### config.mk
export PLATFORM = sky130hd
export DESIGN_NAME = vend_sequencer_flat
export DESIGN_NICKNAME = d
export VERILOG_FILES = /design/src/rtl/vend_pkg.sv /design/src/rtl/vend_sequencer_if.sv /design/src/rtl/vend_change_pick.sv /design/src/rtl/vend_sequencer.sv /design/src/flat_wrapper.sv
export SDC_FILE = /design/constraint.sdc
export NUM_CORES = 1
export LEC_CHECK = 0
export ABC_AREA = 1
export BUFFER_PORTS_ARGS = -buffer_cell sky130_fd_sc_hd__buf_2
export CORE_ASPECT_RATIO = 0.9
export CORE_UTILIZATION = 40
export CTS_CLUSTER_SIZE = 40
export DETAILED_ROUTE_END_ITERATION = 7
export PLACE_DENSITY = 0.67
export RECOVER_POWER = 50
export SYNTH_ARGS = -nofsm -noshare
export SYNTH_HDL_FRONTEND = slang
export SYNTH_SLANG_ARGS = --single-unit
### constraint.sdc
create_clock -name clk -period 5.7 [get_ports clk]
set_clock_uncertainty 0.1 [all_clocks]
set_input_delay 0.57 -clock clk [delete_from_list [all_inputs] [get_ports clk]]
set_output_delay 0.57 -clock clk [all_outputs]
set_load 0.02 [all_outputs]
### src/rtl/vend_pkg.sv
// vend_pkg: shared state type, coin/option codes and coin valuation for the vending sequencer
package vend_pkg;
  typedef enum logic [1:0] {IDLE, COLLECT, VEND, CHANGE} state_t;
  localparam logic [1:0] COIN_1 = 2'b00;
  localparam logic [1:0] COIN_2 = 2'b01;
  localparam logic [1:0] COIN_5 = 2'b10;
  localparam logic [1:0] COIN_10 = 2'b11;
  localparam logic [1:0] OPT_TEA = 2'b01;
  localparam logic [1:0] OPT_COFFEE = 2'b10;
  function automatic logic [4:0] coin_value(input logic [1:0] code);
    return code == COIN_10 ? 5'd10 : code == COIN_5 ? 5'd5 : code == COIN_2 ? 5'd2 : 5'd1;
  endfunction
endpackage

### src/rtl/vend_sequencer_if.sv
// vend_sequencer_if: customer, selection and change-hopper signals of the vending sequencer
interface vend_sequencer_if;
  logic enable;
  logic coin_valid;
  logic [1:0] coin_code;
  logic sel_valid;
  logic [1:0] option;
  logic cancel;
  logic chg_ready;
  logic coin_accept;
  logic coin_reject;
  logic err_option;
  logic short_credit;
  logic [4:0] credit;
  logic dispense;
  logic [1:0] product;
  logic chg_valid;
  logic [1:0] chg_code;
  logic busy;
  modport master (
    output enable, coin_valid, coin_code, sel_valid, option, cancel, chg_ready,
    input coin_accept, coin_reject, err_option, short_credit, credit, dispense, product,
    chg_valid, chg_code, busy
  );
  modport slave (
    input enable, coin_valid, coin_code, sel_valid, option, cancel, chg_ready,
    output coin_accept, coin_reject, err_option, short_credit, credit, dispense, product,
    chg_valid, chg_code, busy
  );
endinterface

### src/rtl/vend_change_pick.sv
// vend_change_pick: largest coin denomination not exceeding the given credit
module vend_change_pick
  import vend_pkg::*;
(
  input  logic [4:0] i_credit,
  output logic [1:0] o_chg_code
);
  always_comb
    o_chg_code = i_credit >= 5'd10 ? COIN_10 : i_credit >= 5'd5 ? COIN_5 : i_credit >= 5'd2 ? COIN_2 : COIN_1;
endmodule

### src/rtl/vend_sequencer.sv
// vend_sequencer: coin collection, product vend and greedy change return FSM
module vend_sequencer
  import vend_pkg::*;
#(
  parameter int PRICE_TEA = 5,
  parameter int PRICE_COFFEE = 10,
  parameter int CREDIT_MAX = 20
) (
  input logic clk,
  input logic rst_n,
  vend_sequencer_if.slave bus
);
  localparam logic [5:0] P_TEA = 6'(PRICE_TEA);
  localparam logic [5:0] P_COFFEE = 6'(PRICE_COFFEE);
  localparam logic [5:0] C_MAX = 6'(CREDIT_MAX);
  state_t r_state;
  logic [4:0] r_credit;
  logic [1:0] r_product, r_chg_code;
  logic r_coin_accept, r_coin_reject, r_err_option, r_short_credit, r_dispense, r_chg_valid;
  logic [4:0] w_coin_val, w_credit_left, w_pick_in;
  logic [5:0] w_sum, w_price;
  logic [1:0] w_pick;
  logic w_opt_ok, w_hs, w_coin_free;
  assign w_coin_val = coin_value(bus.coin_code);
  assign w_sum = {1'b0, r_credit} + {1'b0, w_coin_val};
  assign w_price = bus.option == OPT_TEA ? P_TEA : P_COFFEE;
  assign w_opt_ok = bus.option == OPT_TEA || bus.option == OPT_COFFEE;
  assign w_hs = r_chg_valid && bus.chg_ready;
  assign w_credit_left = r_credit - coin_value(r_chg_code);
  assign w_coin_free = bus.enable && !bus.cancel && !bus.sel_valid;
  // the next coin to offer is picked from the credit as it will be after this edge
  assign w_pick_in = (r_state == CHANGE && w_hs) ? w_credit_left : r_credit;
  vend_change_pick u_pick (.i_credit(w_pick_in), .o_chg_code(w_pick));
  always_ff @(posedge clk) begin
    if (!rst_n) begin
      r_state <= IDLE;
      r_credit <= '0;
      r_product <= '0;
      r_chg_code <= '0;
      r_chg_valid <= 1'b0;
      r_coin_accept <= 1'b0;
      r_coin_reject <= 1'b0;
      r_err_option <= 1'b0;
      r_short_credit <= 1'b0;
      r_dispense <= 1'b0;
    end else begin
      r_coin_accept <= 1'b0;
      r_coin_reject <= 1'b0;
      r_err_option <= 1'b0;
      r_short_credit <= 1'b0;
      r_dispense <= 1'b0;
      case (r_state)
        IDLE: begin
          if (bus.coin_valid && w_coin_free) begin
            r_coin_accept <= 1'b1;
            r_credit <= w_coin_val;
            r_state <= COLLECT;
          end else r_coin_reject <= bus.coin_valid;
        end
        COLLECT: begin
          if (bus.cancel || !bus.enable) begin
            r_coin_reject <= bus.coin_valid;
            r_chg_valid <= r_credit != 5'd0;
            r_chg_code <= w_pick;
            r_state <= CHANGE;
          end else if (bus.sel_valid) begin
            r_coin_reject <= bus.coin_valid;
            if (!w_opt_ok) r_err_option <= 1'b1;
            else if ({1'b0, r_credit} < w_price) r_short_credit <= 1'b1;
            else begin
              r_credit <= r_credit - w_price[4:0];
              r_product <= bus.option;
              r_dispense <= 1'b1;
              r_state <= VEND;
            end
          end else if (bus.coin_valid) begin
            if (w_sum <= C_MAX) begin
              r_coin_accept <= 1'b1;
              r_credit <= w_sum[4:0];
            end else r_coin_reject <= 1'b1;
          end
        end
        VEND: begin
          r_coin_reject <= bus.coin_valid;
          r_chg_valid <= r_credit != 5'd0;
          r_chg_code <= w_pick;
          r_state <= r_credit != 5'd0 ? CHANGE : IDLE;
        end
        CHANGE: begin
          r_coin_reject <= bus.coin_valid;
          if (w_hs) begin
            r_credit <= w_credit_left;
            r_chg_valid <= w_credit_left != 5'd0;
            r_chg_code <= w_pick;
            if (w_credit_left == 5'd0) r_state <= IDLE;
          end else if (r_credit == 5'd0) r_state <= IDLE;
        end
      endcase
    end
  end
  assign bus.coin_accept = r_coin_accept;
  assign bus.coin_reject = r_coin_reject;
  assign bus.err_option = r_err_option;
  assign bus.short_credit = r_short_credit;
  assign bus.credit = r_credit;
  assign bus.dispense = r_dispense;
  assign bus.product = r_product;
  assign bus.chg_valid = r_chg_valid;
  assign bus.chg_code = r_chg_code;
  assign bus.busy = r_state != IDLE;
endmodule

### src/flat_wrapper.sv
// flat-port wrapper written by rule: the top's interface ports become plain ports
module vend_sequencer_flat import vend_pkg::*;
#(
  parameter int PRICE_TEA = 5,
  parameter int PRICE_COFFEE = 10,
  parameter int CREDIT_MAX = 20
)
  (clk, rst_n, bus_enable, bus_coin_valid, bus_coin_code, bus_sel_valid, bus_option, bus_cancel, bus_chg_ready, bus_coin_accept, bus_coin_reject, bus_err_option, bus_short_credit, bus_credit, bus_dispense, bus_product, bus_chg_valid, bus_chg_code, bus_busy);
  vend_sequencer_if bus_i ();
  input logic clk;
  input logic rst_n;
  input wire logic [$bits(bus_i.enable)-1:0] bus_enable;
  input wire logic [$bits(bus_i.coin_valid)-1:0] bus_coin_valid;
  input wire logic [$bits(bus_i.coin_code)-1:0] bus_coin_code;
  input wire logic [$bits(bus_i.sel_valid)-1:0] bus_sel_valid;
  input wire logic [$bits(bus_i.option)-1:0] bus_option;
  input wire logic [$bits(bus_i.cancel)-1:0] bus_cancel;
  input wire logic [$bits(bus_i.chg_ready)-1:0] bus_chg_ready;
  output wire logic [$bits(bus_i.coin_accept)-1:0] bus_coin_accept;
  output wire logic [$bits(bus_i.coin_reject)-1:0] bus_coin_reject;
  output wire logic [$bits(bus_i.err_option)-1:0] bus_err_option;
  output wire logic [$bits(bus_i.short_credit)-1:0] bus_short_credit;
  output wire logic [$bits(bus_i.credit)-1:0] bus_credit;
  output wire logic [$bits(bus_i.dispense)-1:0] bus_dispense;
  output wire logic [$bits(bus_i.product)-1:0] bus_product;
  output wire logic [$bits(bus_i.chg_valid)-1:0] bus_chg_valid;
  output wire logic [$bits(bus_i.chg_code)-1:0] bus_chg_code;
  output wire logic [$bits(bus_i.busy)-1:0] bus_busy;
  assign bus_i.enable = bus_enable;
  assign bus_i.coin_valid = bus_coin_valid;
  assign bus_i.coin_code = bus_coin_code;
  assign bus_i.sel_valid = bus_sel_valid;
  assign bus_i.option = bus_option;
  assign bus_i.cancel = bus_cancel;
  assign bus_i.chg_ready = bus_chg_ready;
  assign bus_coin_accept = bus_i.coin_accept;
  assign bus_coin_reject = bus_i.coin_reject;
  assign bus_err_option = bus_i.err_option;
  assign bus_short_credit = bus_i.short_credit;
  assign bus_credit = bus_i.credit;
  assign bus_dispense = bus_i.dispense;
  assign bus_product = bus_i.product;
  assign bus_chg_valid = bus_i.chg_valid;
  assign bus_chg_code = bus_i.chg_code;
  assign bus_busy = bus_i.busy;
  vend_sequencer #(.PRICE_TEA(PRICE_TEA), .PRICE_COFFEE(PRICE_COFFEE), .CREDIT_MAX(CREDIT_MAX)) u_core (.clk(clk), .rst_n(rst_n), .bus(bus_i));
endmodule
==> results of run 1 <==
-- metal layers --
layer | GRT usage [%] | vias up
met5 | 0 | -
met4 | 2.00 | 0
met3 | 4.32 | 0
met2 | 30.9 | 30
met1 | 28.1 | 757
li1 | - | 902
-- registers in the layout (all words and copies together) (netlist names) --
name	cells
u_core.bus.chg_valid	1
u_core.r_state	2
u_core.bus.chg_code	2
u_core.bus.product	2
u_core.bus.short_credit	1
u_core.bus.coin_reject	1
u_core.bus.coin_accept	1
u_core.bus.err_option	1
u_core.bus.credit	5
u_core.bus.dispense	1
-- how the worst max path moves through the flow --
stage,end,cells past startpoint
3_3_place_gp,u_core.bus.credit[2],12
6_report,u_core.bus.credit[2],12
3_5_place_dp,u_core.bus.credit[0],12
2_1_floorplan,u_core.bus.credit[1],13
5_1_grt,u_core.bus.credit[2],12
4_1_cts,u_core.bus.credit[2],12
-- worst max-delay path, cell delays in order, from the launching register on --
cell and delay [ns]:
dfxtp_1 0.59, inv_1 0.19, fa_1 0.47, inv_1 0.09, nand3_1 0.11, nand2_1 0.12, nand2_1 0.05, nand2_1 0.06
nand2_1 0.07, nand3_1 0.06, nand2_1 0.21, a21oi_1 0.21, nor2_1 0.06
-- metrics by stage --
step / instance area (um^2) / total power [uW] / hold WS [ns] / instances / setup WS, ns
after detailed placement: 1810 / 648 / 0.366 / 331 / 3.02
after floorplan: 1670 / 541 / 0.441 / 265 / 3.29
after global placement: 1810 / 643 / 0.359 / 331 / 3.09
after CTS: 1860 / 741 / 0.378 / 335 / 3.20
after global routing: 1830 / 814 / 0.413 / 335 / 2.86
final: 1830 / 734 / 0.374 / 335 / 3.17
-- area by class of cell --
type | instances | area, um^2 | share of cell area [%]
inverter | 45 | 169 | 9.22
multi-input combinational | 197 | 1110 | 60.5
tap | 46 | 57.6 | 3.14
sequential | 17 | 340 | 18.6
clock buffer | 3 | 41.3 | 2.25
timing repair buffer | 26 | 111 | 6.08
clock inverter | 1 | 5.00 | 0.273
-- power breakdown --
group	internal (uW)	switching, uW
Combinational	166	285
Sequential	142	49.7
Clock	48.6	43.0
Total	356	377
-- logic make-up (layout without fill, tap and decap cells) --
logic type	after synthesis	after routing	share of synthesized area [%]
and+or+nand+nor	145	145	40.5
buffers and inverters	51	75	12.6
AOI/OAI and AO/OA	33	33	11.5
DFF	17	17	20.4
adders and majority gates	16	16	13.4
xor gates and xnor gates	3	3	1.58
-- placed cells by master, fill, tap and decap left out, types with 3 or more instances in the layout --
cell type	n
nand2_1	68
o21ai_1	3
ha_1	13
nand3_1	31
nor3_1	3
inv_1	41
fa_1	3
nor2_1	28
inv_2	4
dfxtp_1	17
nor3_2	4
nand3b_1	3
clkbuf_1	15
o21ai_0	6
a21oi_1	16
clkbuf_8	3
buf_2	11
nand4_1	3
==> impl_metrics.toml, run 1 <==
[route]
dr.pass1.iters = 4
wl_met3_um = 145
highest_layer = "met3"
ant_nets = 0
wl_um = 4110
viasPerCell = 5.04
drt-met1-wl_um = 2180
wl_per_cell_um = 12.3
wl_met2_um = 1790
vias = 1689
drc = 0
drt_iter0_drc = 116

[yosys]
ys.flop_type = "dfxtp_1"
ys_types = 30
synth_top_cell_by_area = "dfxtp_1"
syn-cell-area_um2 = 1670
synth.top_cell.area_share_pct = 20.4
yosysMostFrequentCell = "nand2_1"
synth-edff-count = 0
ys_seq_area_share_pct = 20.4
mappedNetlistNets = 292
postSynth.asyncResetShare_pct = 0
postSynthCellCount = 265
postSynthAreaPerCell_um2 = 6.28
synth_common_cells = "nand2_1 (68), inv_1 (41), nand3_1 (31), nor2_1 (27), dfxtp_1 (17)"
synth-seq-cells = 17
ys_top_cells_by_area = "dfxtp_1 (20%), nand2_1 (15%), ha_1 (9.8%)"
yosys_warnings = 0

[floorplan]
die-area_um2 = 4430
ioPinCount = 27
core-area_um2 = 3860
fp-row-count = 21
initial_utilization_pct = 43.1
die_h_um = 63.2
die_w_um = 70.0

[hold_path]
worstHoldPathType = "register to register"
holdPathStages = 2
whs_endpoint = "u_core.bus.product[0]"
worstHoldStart = "u_core.bus.product[0]"

[clocking]
cts_hold_buf = 0
worstSkewPairLatency_ns = 0.26
cts_made_buffers = 3
cts_buffer_depth = 2
h-tree-depth = 1
clk_pin_slew_worst_paths_ns = 0.07
cts_sinks = 17
postCtsSetupBuffers = 0
cts_resized = 0
cts_tree = "yes"
root_buffer = "clkbuf_8"

[critical_path]
r2r_cells = 12
regToRegEndpoint = "u_core.bus.credit[2]"
r2r_slack_ns = 3.17
end_kind = "register"
worstPathArrival_ns = 2.58
r2r-start = "u_core.bus.credit[1]"
cp-start-kind = "register"
worstPathMaxFanout = 10
worstSetupStartpoint = "u_core.bus.credit[1]"
criticalPathCategory = "register to register"
worstPathRequired_ns = 5.74

[sta]
hold_viol = 0
fin_crit_ns = 2.53
rsz0062_at_grt = "no"
slew-limit-headroom_pct = 69.4
setup_viol = 0
drv_slew = 0
setup_tns_ns = 0
max_freq_mhz = 395
fin_crit_sh_pct = 44.4
worstMarginPinSlew_ns = 0.458

[grt]
grt_util_all_layers_pct = 19.6
grt_pass1_wl_um = 7060
grt_pass1_vias = 1556
overflow = 0
grt_antenna_before_repair = 0
grt_start_max_net_pins = 11

[place]
gp_congestion = 0.828
hpwl_um = 3290
io_buffers = 26

[final_layout]
drive_gt1_share_pct = 11.1
nets = 317
utilization_pct = 47.4
fillers = 432
antenna_cells = 0
area_growth_syn_to_layout_pct = 9.99

[pwr]
power_density_nw_per_um2 = 401
peakVddDrop_mv = 0.157
cellLeakagePower_uw = 0.000953

[job]
maxCapViolCount = 0

[status]
status = "completed"
Note: power is estimated with default switching activity, not from simulation.
==> inputs of run 2 (changes only) <==
--- a/config.mk
+++ b/config.mk
@@ -11,7 +11,7 @@
 export CORE_UTILIZATION = 40
 export CTS_CLUSTER_SIZE = 40
 export DETAILED_ROUTE_END_ITERATION = 7
-export PLACE_DENSITY = 0.67
+export PLACE_DENSITY = 0.69
 export RECOVER_POWER = 50
 export SYNTH_ARGS = -nofsm -noshare
 export SYNTH_HDL_FRONTEND = slang
==> constraint.sdc (replaced) <==
create_clock -name clk -period 2.05 [get_ports clk]
set_clock_uncertainty 0.1 [all_clocks]
set_input_delay 0.205 -clock clk [delete_from_list [all_inputs] [get_ports clk]]
set_output_delay 0.205 -clock clk [all_outputs]
set_load 0.02 [all_outputs]
==> run 2 against run 1 <==
  * Die area stayed put
  * Combinational power grew to 4.0 times the previous value
  * First-iteration DRC count up 4.3%
  * Setup slack worse by 3.1 ns
  * Non-clock buffer count rose by 25
  * Critical path type unchanged
  * Sequential share of layout area fell by 3.0 points
  * Highest routed layer is now met4
  * Total power grew to 3.5 times the previous value
  * Fmax grew 26%
  * Global-route usage increased by 2.6 points
  * Final cell count up 8.1%
  * Sequential cell count is the same
  * Critical endpoint is now u_core.r_state[0]
  * Largest cell class unchanged
  * Clock power grew to 2.9 times the previous value
==> impl_metrics.toml, run 2 (synthesis gave the netlist of run 1 again) <==
[pwr]
peakVddDrop_mv = 0.525
cellLeakagePower_uw = 0.00113
power_density_nw_per_um2 = 1140
p_total_uw = 2560

[grt]
met2_usage_pct = 36.5
grt_util_all_layers_pct = 22.1
grt_pass1_vias = 1700
use_met1_pct = 30.2
grt_start_max_net_pins = 11
grt_pass1_wl_um = 7820
grt_antenna_before_repair = 0
top_usage_layer = "met2"
use_met3_pct = 4.16
overflow = 0

[final_layout]
nets = 344
antenna_cells = 0
final_cell_mix = "nand2_1 (61), inv_1 (36), nor2_1 (25), buf_4 (25), nand3_1 (22)"
finalInstanceArea_um2 = 2240
area_growth_syn_to_layout_pct = 34.5
regArea_um2 = 349
final_common_cell = "nand2_1"
multi_input_area_um2 = 1310
drive_gt1_share_pct = 32.9
largest_register_ffs = 5
fillers = 375

[critical_path]
r2r_slack_ns = 0.04
r2r_cells = 12
cp-start-kind = "register"
r2r-start = "u_core.bus.credit[0]"
worstPathMaxFanout = 4
end_kind = "register"
worstPathRequired_ns = 2.11
criticalPathCategory = "register to register"
worstPathArrival_ns = 2.07
regToRegEndpoint = "u_core.r_state[0]"

[clocking]
root_buffer = "clkbuf_8"
worstSkewPairLatency_ns = 0.25
cts_sinks = 17
clk_pin_slew_worst_paths_ns = 0.07
h-tree-depth = 1
cts_tree = "yes"
cts_made_buffers = 3
cts_buffer_depth = 2

[route]
drc = 0
viasPerCell = 5.22
wl_um = 4860
vias = 1889
ant_nets = 0
wl_per_cell_um = 13.4
dr.pass1.iters = 4
drt_iter0_drc = 121

[sta]
rsz0062_at_grt = "yes"
fin_hold_ws_ns = 0.112
slew-limit-headroom_pct = 72.7
setup_viol = 0
layout_setup_ws_ns = 0.0392
hold_viol = 0
worstMarginPinSlew_ns = 0.408
drv_slew = 0
fin_crit_ns = 2.01
max_freq_mhz = 497
fin_crit_sh_pct = 98.1

[place]
gp_congestion = 0.917
placed_area_um2 = 2010
hpwl_um = 3590
place_ws_ns = -0.177
io_buffers = 26

[floorplan]
core-area_um2 = 3860
die-area_um2 = 4430
fp-row-count = 21
die_w_um = 70.0
ioPinCount = 27
die_h_um = 63.2
initial_utilization_pct = 43.1

[hold_path]
whs_endpoint = "u_core.bus.product[0]"
worstHoldStart = "bus_option[0]"
worstHoldPathType = "input pin to register"
holdPathStages = 3

[job]
maxCapViolCount = 0

[status]
status = "completed"
-- run 2: cell count changes in the layout (fill, tap and decap cells not counted), sizes merged --
cell / previous run / this run
buf: 11 / 40
clkbuf: 18 / 15
clkinv: 1 / 0
nand2: 69 / 70
nor2: 32 / 33
-- run 2: worst max-delay path by stage --
stage	startpoint	to	slack [ns]	cells past startpoint
after floorplan	bus_coin_code[0]	u_core.bus.credit[3]	0.003	13
after global placement	bus_option[0]	u_core.bus.credit[0]	-0.10	10
after CTS	bus_option[0]	u_core.bus.credit[1]	0.003	10
after global routing	u_core.bus.credit[0]	u_core.r_state[1]	-0.13	12
final	u_core.bus.credit[0]	u_core.r_state[0]	0.04	12
after detailed placement	bus_option[1]	u_core.bus.credit[1]	-0.18	12
-- run 2: through the flow --
step                      setup TNS (ns)  cells  util, %
after global routing              -0.669    362     58.0
after CTS                              0    362     54.9
after floorplan                        0    265        -
final                                  0    362     58.0
after global placement            -0.730    356     51.9
after detailed placement           -1.25    356     51.9
-- run 2: where the power goes --
part	switching, uW	total (uW)	internal, uW
Sequential	83.2	485	402
Clock	126	264	138
Combinational	1050	1810	756
-- run 2: worst max-delay path: stages (launching register included) --
cell and delay [ns]:
dfxtp_4 0.39, inv_4 0.06, ha_4 0.16, fa_2 0.38
nand3b_1 0.18, nand2_1 0.08, nand2_2 0.06, nand2_2 0.09
nand4_1 0.12, nand2_1 0.12, nand3_1 0.08, nand2_1 0.06
inv_1 0.03
-- run 2: layout make-up --
type / count / share of cell area, %
multi-input cells: 199 / 58.6
flip-flops and latches: 17 / 15.6
repair buffers: 51 / 13.6
inverters: 45 / 7.65
well taps: 46 / 2.57
clock buffers: 4 / 2.01
-- run 2: metal layers --
metal  routed length (um)  vias up
met3                  278        8
li1                     -      956
met5                    0        -
met4                   73        0
met1                 2230      872
met2                 2270       53
-- run 2: what timing repair did --
item | 4_1_cts | 5_1_grt
endpoints found under the setup margin | 9 | 13
resized for setup | 14 | 36
gates cloned | 2 | 0
hold buffers | 0 | 0
pin swaps | 4 | 22
setup buffers | 0 | 0
==> inputs of run 3 (changes only) <==
--- a/config.mk
+++ b/config.mk
@@ -11,7 +11,7 @@
 export CORE_UTILIZATION = 40
 export CTS_CLUSTER_SIZE = 40
 export DETAILED_ROUTE_END_ITERATION = 7
-export PLACE_DENSITY = 0.69
+export PLACE_DENSITY = 0.65
 export RECOVER_POWER = 50
 export SYNTH_ARGS = -nofsm -noshare
 export SYNTH_HDL_FRONTEND = slang
==> run 3 against run 2 <==
  * Cell area grew 1.0%
  * Clock-buffer cell count is the same
  * Sequential share of layout area shrank 0.10 points
  * Hold slack lost 0.0028 ns
  * Sequential power shrank 1%
  * Sequential cell count is the same
  * Setup slack gained 0.0033 ns
  * Wire length shrank 5.0%
  * Combinational power is essentially flat
  * Non-clock buffer count grew 4
  * Core utilization grew 0.58 points
  * Clock power shrank 2%
==> impl_metrics.toml, run 3 (synthesis gave the netlist of run 1 again) <==
[status]
status = "completed"

[critical_path]
r2r-start = "u_core.bus.credit[0]"
r2r_slack_ns = 0.04
cpPeakStageDelay_ns = 0.54
end_kind = "register"
endpoint = "u_core.bus.credit[4]"
crit_chain = "ha_4, inv_2, fa_2, nand2_2, nand3_2, nand3_2, nand2_2, nand3_4, nand2_4, nand3_1, nand2_1, nor2_1"
criticalPathCategory = "register to register"
slowest_stage = "fa_2"
worstSetupStartpoint = "u_core.bus.credit[0]"
r2r_cells = 12
regToRegEndpoint = "u_core.bus.credit[4]"
cp-start-kind = "register"
worstPathRequired_ns = 2.10
worstPathMaxFanout = 5
worstPathArrival_ns = 2.06

[route]
drc = 0
vias = 1879
dr.pass1.iters = 4
viasPerCell = 5.13
wl_um = 4610
ant_nets = 0
drt_iter0_drc = 137
wl_per_cell_um = 12.6

[grt]
grt_pass1_vias = 1583
grt_start_max_net_pins = 11
overflow = 0
grt_util_all_layers_pct = 20.5
grt_pass1_wl_um = 7250
grt_antenna_before_repair = 0

[sta]
hold_viol = 0
fin_hold_ws_ns = 0.109
rsz0062_at_grt = "yes"
setup_viol = 0
worstMarginPinSlew_ns = 0.317
slew-limit-headroom_pct = 78.7
fin_crit_sh_pct = 97.9
fin_crit_ns = 2.01
drv_slew = 0
max_freq_mhz = 498

[job]
maxCapViolCount = 0

[floorplan]
die_w_um = 70.0
die_h_um = 63.2
core-area_um2 = 3860
ioPinCount = 27
initial_utilization_pct = 43.1
die-area_um2 = 4430
fp-row-count = 21

[clocking]
cts_sinks = 17
worstSkewPairLatency_ns = 0.25
cts_made_buffers = 3
cts_buffer_depth = 2
cts_tree = "yes"
root_buffer = "clkbuf_8"
clk_pin_slew_worst_paths_ns = 0.07
h-tree-depth = 1
cts_hold_buf = 0

[place]
hpwl_um = 3570
gp_congestion = 0.862
io_buffers = 26

[hold_path]
worstHoldPathType = "input pin to register"
holdPathStages = 3

[final_layout]
antenna_cells = 0
final_cell_mix = "nand2_1 (62), inv_1 (37), buf_4 (28), nor2_1 (25), nand3_1 (23)"
final_common_cell = "nand2_1"
nets = 348
area_growth_syn_to_layout_pct = 35.8
drive_gt1_share_pct = 32.2
utilization_pct = 58.6
largest_register_ffs = 5

[pwr]
power_density_nw_per_um2 = 1120
peakVddDrop_mv = 0.493
cellLeakagePower_uw = 0.00116
-- run 3: cell type report --
| type | instances | area [um^2] |
|---|---|---|
| clock buffers | 4 | 45.0 |
| flip-flops and latches | 17 | 350 |
| repair buffers | 55 | 339 |
| multi-input cells | 199 | 1300 |
| fillers | 374 | 1600 |
| well taps | 46 | 57.6 |
| inverters | 45 | 171 |
-- run 3: timing repair --
action                     4_1_cts  5_1_grt
gates cloned                     0        2
resized for setup                5       41
pin swaps                        0       20
setup endpoints to repair        9       12
buffers inserted                 0        1
-- run 3: critical path: cells and delay by family (launching register included) --
family	cells	cell delay [ns]
simple gates	9	0.71
fa+ha+maj	2	0.68
flops	1	0.39
buf+inv	1	0.04
-- run 3: report_power, final --
part	internal [uW]	leakage [uW]	switching [uW]
combinational	756	0.00100	1040
clock	138	0.0000228	120
sequential	404	0.000141	75.2
total	1300	0.00116	1230
-- run 3: per-layer routing --
| layer | wire length (um) | global-route usage [%] | part of all wire (%) | vias up |
|---|---|---|---|---|
| met3 | 286 | 3.68 | 6.2 | 8 |
| met4 | 68 | 5.00 | 1.5 | 0 |
| met2 | 2060 | 31.5 | 45 | 61 |
| li1 | - | - | - | 967 |
| met5 | 0 | 0 | 0 | - |
| met1 | 2190 | 29.6 | 48 | 843 |
-- run 3: worst min-delay path by stage --
| stage | slack [ns] | start | endpoint |
|---|---|---|---|
| floorplan | 0.22 | bus_coin_valid | u_core.bus.coin_accept |
| global placement | 0.35 | u_core.bus.product[0] | u_core.bus.product[0] |
| detailed placement | 0.36 | u_core.bus.product[0] | u_core.bus.product[0] |
| CTS | 0.11 | bus_coin_valid | u_core.bus.coin_accept |
| global route | 0.12 | bus_option[0] | u_core.bus.product[0] |
| finish | 0.11 | bus_option[0] | u_core.bus.product[0] |
-- run 3: per-stage QoR --
stage | instance area, um^2 | cells | worst slack, ns | setup TNS (ns) | total power, uW
5_1_grt | 2260 | 366 | -0.108 | -0.544 | 2750
4_1_cts | 2090 | 363 | -0.000793 | -0.000793 | 2310
2_1_floorplan | 1670 | 265 | 0.00329 | 0 | 1510
6_report | 2260 | 366 | 0.0425 | 0 | 2530
3_3_place_gp | 2030 | 359 | -0.148 | -1.02 | 2010
3_5_place_dp | 2030 | 359 | -0.176 | -1.20 | 2020
